$ cat src/rtl/seq_rotate_left_right_pkg.sv
// Shared definitions for the sequential rotator: FSM state encodings used by
// both the RTL and its bench.
package seq_rotate_left_right_pkg;

    localparam int WIDTH_DEFAULT = 8;

    typedef enum logic [1:0] {
        ST_IDLE  = 2'd0,
        ST_SHIFT = 2'd1,
        ST_DONE  = 2'd2
    } state_t;

endpackage

$ cat src/rtl/seq_rotate_left_right_if.sv
// Request/result handshake bundle of the sequential rotator.
interface seq_rotate_left_right_if #(
    parameter int WIDTH = 8,
    parameter int SHW   = $clog2(WIDTH)
);
    logic             i_valid;
    logic             o_ready;
    logic [WIDTH-1:0] i_A;
    logic [SHW-1:0]   i_k;
    logic             i_left;
    logic             o_valid;
    logic             i_ready;
    logic [WIDTH-1:0] o_Y;
    logic             o_busy;

    modport master (
        output i_valid, i_A, i_k, i_left, i_ready,
        input  o_ready, o_valid, o_Y, o_busy
    );

    modport slave (
        input  i_valid, i_A, i_k, i_left, i_ready,
        output o_ready, o_valid, o_Y, o_busy
    );
endinterface

$ cat src/rtl/rotate_step.sv
// Combinational single-position rotate; left moves the MSB into the LSB,
// right moves the LSB into the MSB.
module rotate_step #(
    parameter int WIDTH = 8
) (
    input  logic [WIDTH-1:0] din,
    input  logic             left,
    output logic [WIDTH-1:0] dout
);

    // one-position rotate in the requested direction
    always_comb begin
        dout = din;
        if (left) begin
            dout = {din[WIDTH-2:0], din[WIDTH-1]};
        end else begin
            dout = {din[0], din[WIDTH-1:1]};
        end
    end

endmodule

$ cat src/rtl/seq_rotate_left_right.sv
// Multi-cycle rotator: captures an operand and rotates it one bit per cycle
// until the requested amount is reached, then holds the result for the consumer.
module seq_rotate_left_right
    import seq_rotate_left_right_pkg::*;
#(
    parameter int WIDTH = 8,
    parameter int SHW   = $clog2(WIDTH)
) (
    input  logic                    i_clk,
    input  logic                    i_rstn,
    seq_rotate_left_right_if.slave  bus
);

    state_t           state_r;
    state_t           state_nxt_s;
    logic [SHW-1:0]   cnt_r;
    logic [SHW-1:0]   cnt_nxt_s;
    logic [WIDTH-1:0] work_r;
    logic [WIDTH-1:0] work_nxt_s;
    logic [WIDTH-1:0] rot_s;
    logic             left_r;
    logic             left_nxt_s;
    logic             ready_r;
    logic             valid_r;
    logic             busy_r;

    rotate_step #(.WIDTH(WIDTH)) u_rotate_step (
        .din  (work_r),
        .left (left_r),
        .dout (rot_s)
    );

    // next-state, counter and working-register selection
    always_comb begin
        state_nxt_s = state_r;
        cnt_nxt_s   = cnt_r;
        work_nxt_s  = work_r;
        left_nxt_s  = left_r;
        case (state_r)
            ST_IDLE: begin
                if (bus.i_valid) begin
                    work_nxt_s = bus.i_A;
                    left_nxt_s = bus.i_left;
                    cnt_nxt_s  = bus.i_k;
                    if (bus.i_k == {SHW{1'b0}}) begin
                        state_nxt_s = ST_DONE;
                    end else begin
                        state_nxt_s = ST_SHIFT;
                    end
                end else begin
                    state_nxt_s = ST_IDLE;
                end
            end
            ST_SHIFT: begin
                work_nxt_s = rot_s;
                cnt_nxt_s  = cnt_r - SHW'(1);
                // the last rotate step lands together with the move to DONE
                if (cnt_r == SHW'(1)) begin
                    state_nxt_s = ST_DONE;
                end else begin
                    state_nxt_s = ST_SHIFT;
                end
            end
            ST_DONE: begin
                if (bus.i_ready) begin
                    state_nxt_s = ST_IDLE;
                end else begin
                    state_nxt_s = ST_DONE;
                end
            end
            default: begin
                state_nxt_s = ST_IDLE;
                cnt_nxt_s   = {SHW{1'b0}};
            end
        endcase
    end

    // state, datapath and registered handshake flags
    always_ff @(posedge i_clk or negedge i_rstn) begin
        if (!i_rstn) begin
            state_r <= ST_IDLE;
            cnt_r   <= {SHW{1'b0}};
            work_r  <= {WIDTH{1'b0}};
            left_r  <= 1'b0;
            ready_r <= 1'b1;
            valid_r <= 1'b0;
            busy_r  <= 1'b0;
        end else begin
            state_r <= state_nxt_s;
            cnt_r   <= cnt_nxt_s;
            work_r  <= work_nxt_s;
            left_r  <= left_nxt_s;
            ready_r <= (state_nxt_s == ST_IDLE);
            valid_r <= (state_nxt_s == ST_DONE);
            busy_r  <= (state_nxt_s == ST_SHIFT);
        end
    end

    assign bus.o_ready = ready_r;
    assign bus.o_valid = valid_r;
    assign bus.o_busy  = busy_r;
    assign bus.o_Y     = work_r;

endmodule
$ cat src/flat_wrapper.sv
// flat-port wrapper written by rule: the top's interface ports become plain ports
module seq_rotate_left_right_flat import seq_rotate_left_right_pkg::*;
#(
    parameter int WIDTH = 8,
    parameter int SHW   = $clog2(WIDTH)
)
  (i_clk, i_rstn, bus_i_valid, bus_i_A, bus_i_k, bus_i_left, bus_i_ready, bus_o_ready, bus_o_valid, bus_o_Y, bus_o_busy);
  seq_rotate_left_right_if #(.WIDTH(WIDTH), .SHW(SHW)) bus_i ();
  input  logic i_clk;
  input  logic i_rstn;
  input wire logic [$bits(bus_i.i_valid)-1:0] bus_i_valid;
  input wire logic [$bits(bus_i.i_A)-1:0] bus_i_A;
  input wire logic [$bits(bus_i.i_k)-1:0] bus_i_k;
  input wire logic [$bits(bus_i.i_left)-1:0] bus_i_left;
  input wire logic [$bits(bus_i.i_ready)-1:0] bus_i_ready;
  output wire logic [$bits(bus_i.o_ready)-1:0] bus_o_ready;
  output wire logic [$bits(bus_i.o_valid)-1:0] bus_o_valid;
  output wire logic [$bits(bus_i.o_Y)-1:0] bus_o_Y;
  output wire logic [$bits(bus_i.o_busy)-1:0] bus_o_busy;
  assign bus_i.i_valid = bus_i_valid;
  assign bus_i.i_A = bus_i_A;
  assign bus_i.i_k = bus_i_k;
  assign bus_i.i_left = bus_i_left;
  assign bus_i.i_ready = bus_i_ready;
  assign bus_o_ready = bus_i.o_ready;
  assign bus_o_valid = bus_i.o_valid;
  assign bus_o_Y = bus_i.o_Y;
  assign bus_o_busy = bus_i.o_busy;
  seq_rotate_left_right #(.WIDTH(WIDTH), .SHW(SHW)) u_core (.i_clk(i_clk), .i_rstn(i_rstn), .bus(bus_i));
endmodule
$ cat config.mk
export PLATFORM = sky130hd
export DESIGN_NAME = seq_rotate_left_right_flat
export DESIGN_NICKNAME = d
export VERILOG_FILES = /design/src/rtl/seq_rotate_left_right_pkg.sv /design/src/rtl/seq_rotate_left_right_if.sv /design/src/rtl/rotate_step.sv /design/src/rtl/seq_rotate_left_right.sv /design/src/flat_wrapper.sv
export SDC_FILE = /design/constraint.sdc
export NUM_CORES = 1
export LEC_CHECK = 0
export ABC_AREA = 1
export BUFFER_PORTS_ARGS = -buffer_cell sky130_fd_sc_hd__clkbuf_2
export CAP_MARGIN = 20
export CORE_AREA = 3 3 63 65
export DETAILED_ROUTE_END_ITERATION = 12
export DIE_AREA = 0 0 66 68
export PLACE_DENSITY = 0.6
export REMOVE_ABC_BUFFERS = 1
export SYNTH_ARGS = -nofsm -noshare
export SYNTH_HDL_FRONTEND = slang
export SYNTH_SLANG_ARGS = --single-unit
$ cat constraint.sdc
create_clock -name i_clk -period 1 [get_ports i_clk]
set_input_delay 0.2 -clock i_clk [delete_from_list [all_inputs] [get_ports i_clk]]
set_output_delay 0.2 -clock i_clk [all_outputs]
set_load 0.005 [all_outputs]
# [After elaboration in Yosys (flattened, before gate mapping)]
# Cells that the tools add are included.
[totals] word_cells=32 in_bits=16 ff_bits=17 out_inout_bits=11
[op_classes] bitwise=1 muxes=10 n_eq_ne=6 add_sub_neg=1 n_reduce_logical=7
[ops] op="8-bit 2-to-1 mux" n=2
[ops] op="8-bit case mux with 2 select lines" n=1
[ops] op="3-bit case mux with 3 select lines" n=1
[ops] op="2-bit 2-to-1 mux" n=4
[ops] op="2-bit case mux with 3 select lines" n=1
[ops] op="2-bit AND reduction" n=3
[ops] op="2-bit by 1-bit equality test with 1-bit output, second input constant" n=2
[ops] op="2-bit equality test, second input constant" n=2
[ops] op="2-bit zero test" n=2
[ops] op="3-bit by 1-bit equality test with 1-bit output, second input constant" n=1
[ops] op="3-bit zero test" n=1
[ops] op="3-bit 2-to-1 mux" n=1
[ops] op="3-bit by 1-bit subtractor with 3-bit output, second input constant" n=1
[ops] op="2-bit != test, second input constant" n=1
[ops] op="2-bit nonzero test" n=1
[ops] op="1-bit inverter" n=1

# [Logic depth before layout (Yosys ltp)]
[logic_depth] depth_word=5 ltp_mapped=7 ltp_nobuf=7

# [Modules after synthesis]
# From an unflattened synthesis, not the netlist that was laid out.
[unflattened] cells_unflattened=147 hier_area_um2=968.4
[by_module_without_submodules] module="seq_rotate_left_right" area_each_um2=863.3 cells_each=121 seq_area_each_um2=426.7 n_inst=1
[by_module_without_submodules] module="rotate_step" area_each_um2=105.1 cells_each=26 seq_area_each_um2=0.0 n_inst=1

# [Least setup slack after synthesis]
# No wires, ideal clock.
[synth_path] path_kind="register to register" start="reg u_core.state_r[0]" end="reg u_core.work_r[6], in the netlist u_core.bus.o_Y[6]" required_time_ns=0.878 path_buffers=1 setup_slack_ns=-0.068 path_stages_with_launch=6 t_arrival_ns=0.947 cell_sequence="dfrtp_1 o21ai_2 buf_4 nand2_1 inv_1 a21oi_1"
[synth_between] elab_chain_cells=3
[synth_lines] element="start: declaration" line="seq_rotate_left_right.sv:14" text="state_t state_r;"
[synth_lines] element="start signal: assignment" line="seq_rotate_left_right.sv:89" text="state_r <= state_nxt_s;"
[synth_lines] element="2-bit by 1-bit equality test with 1-bit output or 2-bit zero test (tied branches)" line="seq_rotate_left_right.sv:39" text="case (state_r)"
[synth_lines] element="2-bit nonzero test (no source line) or 2-bit != test (tied branches)"
[synth_lines] element="2-bit AND reduction (no source line)"
[synth_lines] element="end signal: assignment" line="seq_rotate_left_right.sv:83" text="work_r <= {WIDTH{1'b0}};"
[synth_lines] element="end signal: assignment" line="seq_rotate_left_right.sv:91" text="work_r <= work_nxt_s;"
[synth_lines] element="end: declaration" line="seq_rotate_left_right.sv:18" text="logic [WIDTH-1:0] work_r;"
# Parallel ways exist; a longest one is shown, timed or not.
# A chain may end at the register's enable or synchronous reset.

# [Final worst setup path]
[layout_path] start="reg u_core.state_r[0]" end="reg u_core.work_r[3], in the netlist u_core.bus.o_Y[3]"
# The elaborated chain is that of the path after synthesis.

==> results.json <==
{
  "outcome": "finished, violations left",
  "violations": "negative setup slack",
  "synth_cell_types": 17,
  "placedCellCount": 232,
  "ir_drop_mv": 1.519,
  "synth.avg_cell_area_um2": 6.630,
  "synth.cell_area_um2": 1021,
  "routed_via_density": 4.362,
  "fin_worst_skew_ns": 0.009750,
  "h-tree-depth": 1,
  "die_w_um": 66,
  "cp-end-kind": "register",
  "leakagePower_nw": 0.8802,
  "cts_buffers": 3,
  "core_area_um2": 3390,
  "grt_usage_pct": 14.06,
  "cts.sinks": 17,
  "drtIter0Drc": 27,
  "drive_above_1_share_pct": 44.16,
  "numPortBuffers": 26,
  "root_buffer": "clkbuf_4",
  "regArea_um2": 429.2,
  "multi_input_area_um2": 613.1,
  "cap_violations": 0,
  "crit_type": "reg -> reg",
  "netlist_instances": 154,
  "fmax_ghz": 0.8705,
  "min-delay-path-class": "in -> reg",
  "worstSkewPairLatency_ns": 0.30,
  "crit_path_max_fanout": 8,
  "nets": 216,
  "relSlewSlack_pct": 69.77,
  "cp.required_ns": 1.22,
  "overflow": 0,
  "grt_start_max_net_pins": 18,
  "ant_nets": 0,
  "postLayoutCellArea_um2": 1564,
  "dieArea_um2": 4488,
  "fin_crit_sh_pct": 114.9,
  "cts_max_path_buffers": 2,
  "cts_tree": "done",
  "final_cells": 243,
  "setup_violations": 24,
  "rsz0062_at_grt": "true",
  "place_congestion": 0.7886,
  "finalHoldViolations": 0,
  "cp-start-kind": "register",
  "hold_slack_ns": 0.1710,
  "finalWorstSetupSlack_ns": -0.1488,
  "vias": 1060,
  "syn2layout_area_growth_pct": 53.19,
  "row_count": 21,
  "grt_pass1_wl_um": 4774,
  "die_h_um": 68,
  "dr.pass1.iters": 4,
  "clk_pin_slew_ns": 0.10,
  "placed_cell_area_um2": 1254,
  "yosysWarnings": 0,
  "worstPathArrival_ns": 1.37,
  "ioPinCount": 27,
  "antenna_found_initial": 0,
  "drc_errors": 0,
  "min_period_ns": 1.149,
  "avgRoutedWirePerCell_um": 11.34,
  "tightest_slew_ns": 0.4534,
  "synth_seq_cells": 17,
  "hpwl_um": 1782,
  "power-per-cell-area_nw_per_um2": 3404,
  "num_antenna_cells": 0,
  "maxSlewViolCount": 0,
  "grt_pass1_vias": 1071,
  "post-place-ws_ns": -0.1124,
  "finalWirelength_um": 2755,
  "synth-seq-area-share_pct": 41.79,
  "initial_utilization_pct": 30.12,
  "fill_cells": 349
}
## cells in the final DEF (no fill, tap or decap), types with 4 or more instances in the layout
cell type and n:
buf_4 7, buf_6 6, nor2_2 4, inv_1 29, nand3_1 7, clkbuf_2 26, nand2_1 41, nor2_1 7
nor2_4 11, dfrtp_1 14, a21oi_1 7, nand2_2 6
## kinds of logic (layout without fill, tap and decap cells)
group / after synthesis / in the layout / synth area share (%)
AND/OR/NAND/NOR: 82 / 82 / 32.72
adder cells (fa/ha/maj): 2 / 2 / 2.451
flip-flops: 17 / 17 / 41.79
buffers and inverters: 39 / 82 / 15.44
AO/OA/AOI/OAI: 14 / 14 / 7.599
## where the power goes
group	switching, mW	total, mW	internal (mW)
Clock	0.245	0.394	0.149
Sequential	0.271	1.34	1.07
Combinational	2.01	3.59	1.57
## stage by stage
step / power, mW / TNS [ns] / util [%]
global placement: 3.711 / -0.8871 / 36.99
global route: 5.846 / -3.061 / 46.14
finish: 5.325 / -1.723 / 46.14
detailed placement: 3.722 / -0.7444 / 36.99
CTS: 5.106 / -1.165 / 45.04
floorplan: 2.794 / -2.292 / -
## final timing paths
| check | startpoint | to | slack [ns] | cells after the start |
|---|---|---|---|---|
| hold reg to reg | u_core.cnt_r[2] | u_core.cnt_r[2] | 0.50 | 2 |
| setup reg to reg | u_core.state_r[0] | u_core.bus.o_Y[3] | -0.15 | 4 |
| hold / removal | bus_i_left | u_core.left_r | 0.17 | 3 |
| setup / recovery | u_core.state_r[0] | u_core.bus.o_Y[3] | -0.15 | 4 |
| min in group asynchronous | i_rstn | u_core.cnt_r[2] | 0.35 | 2 |
| max in group asynchronous | i_rstn | u_core.state_r[0] | 0.30 | 2 |
## cell type report
cell class | count | area share [%]
clock buffers | 3 | 1.440
clock inverters | 1 | 0.3200
inverters | 36 | 9.440
multi-input cells | 98 | 39.20
flip-flops and latches | 17 | 27.44
well taps | 46 | 3.680
repair buffers | 41 | 17.92
repair inverters | 1 | 0.5600
## routing by layer
layer	wire length [um]	global-route usage, %	vias to the layer above
li1	-	-	540
met3	179	4.762	6
met2	1371	23.28	30
met1	1150	17.15	484
met5	0	0	-
met4	53	4.822	0
## critical path, stage by stage, from the launching register on
cell	delay, ns
dfrtp_2	0.52
o21ai_4	0.18
buf_6	0.17
nor2_1	0.05
a21oi_1	0.15
## registers in the layout, indices dropped and copies added, names as in the netlist
name	count
u_core.cnt_r	3
u_core.bus.o_busy	1
u_core.bus.o_ready	1
u_core.bus.o_valid	1
u_core.left_r	1
u_core.bus.o_Y	8
u_core.state_r	2
## Yosys cell counts
master	count	area, um^2
o21ai_2	2	17.52
nor3_1	1	5.000
clkinv_1	1	3.750
inv_1	32	120.1
ha_1	2	25.02
a21oi_1	8	40.04
buf_4	3	22.52
nand2_2	2	12.51
nor2_4	1	11.26
nand2_1	49	183.9
dfrtp_1	16	400.4
nor2_2	1	6.260
nand3_1	8	40.04
inv_2	3	11.26
nor2_1	20	75.07
dfstp_2	1	26.28
o21ai_0	4	20.02
## what timing repair did
item	in CTS	in global routing
hold buffers	1	0
setup endpoints to repair	27	28
hold endpoints to repair	16	0
buffers inserted	5	0
pin swaps	25	12
gates resized for setup	55	12
gates cloned	1	0
(Power assumes the default switching activity.)
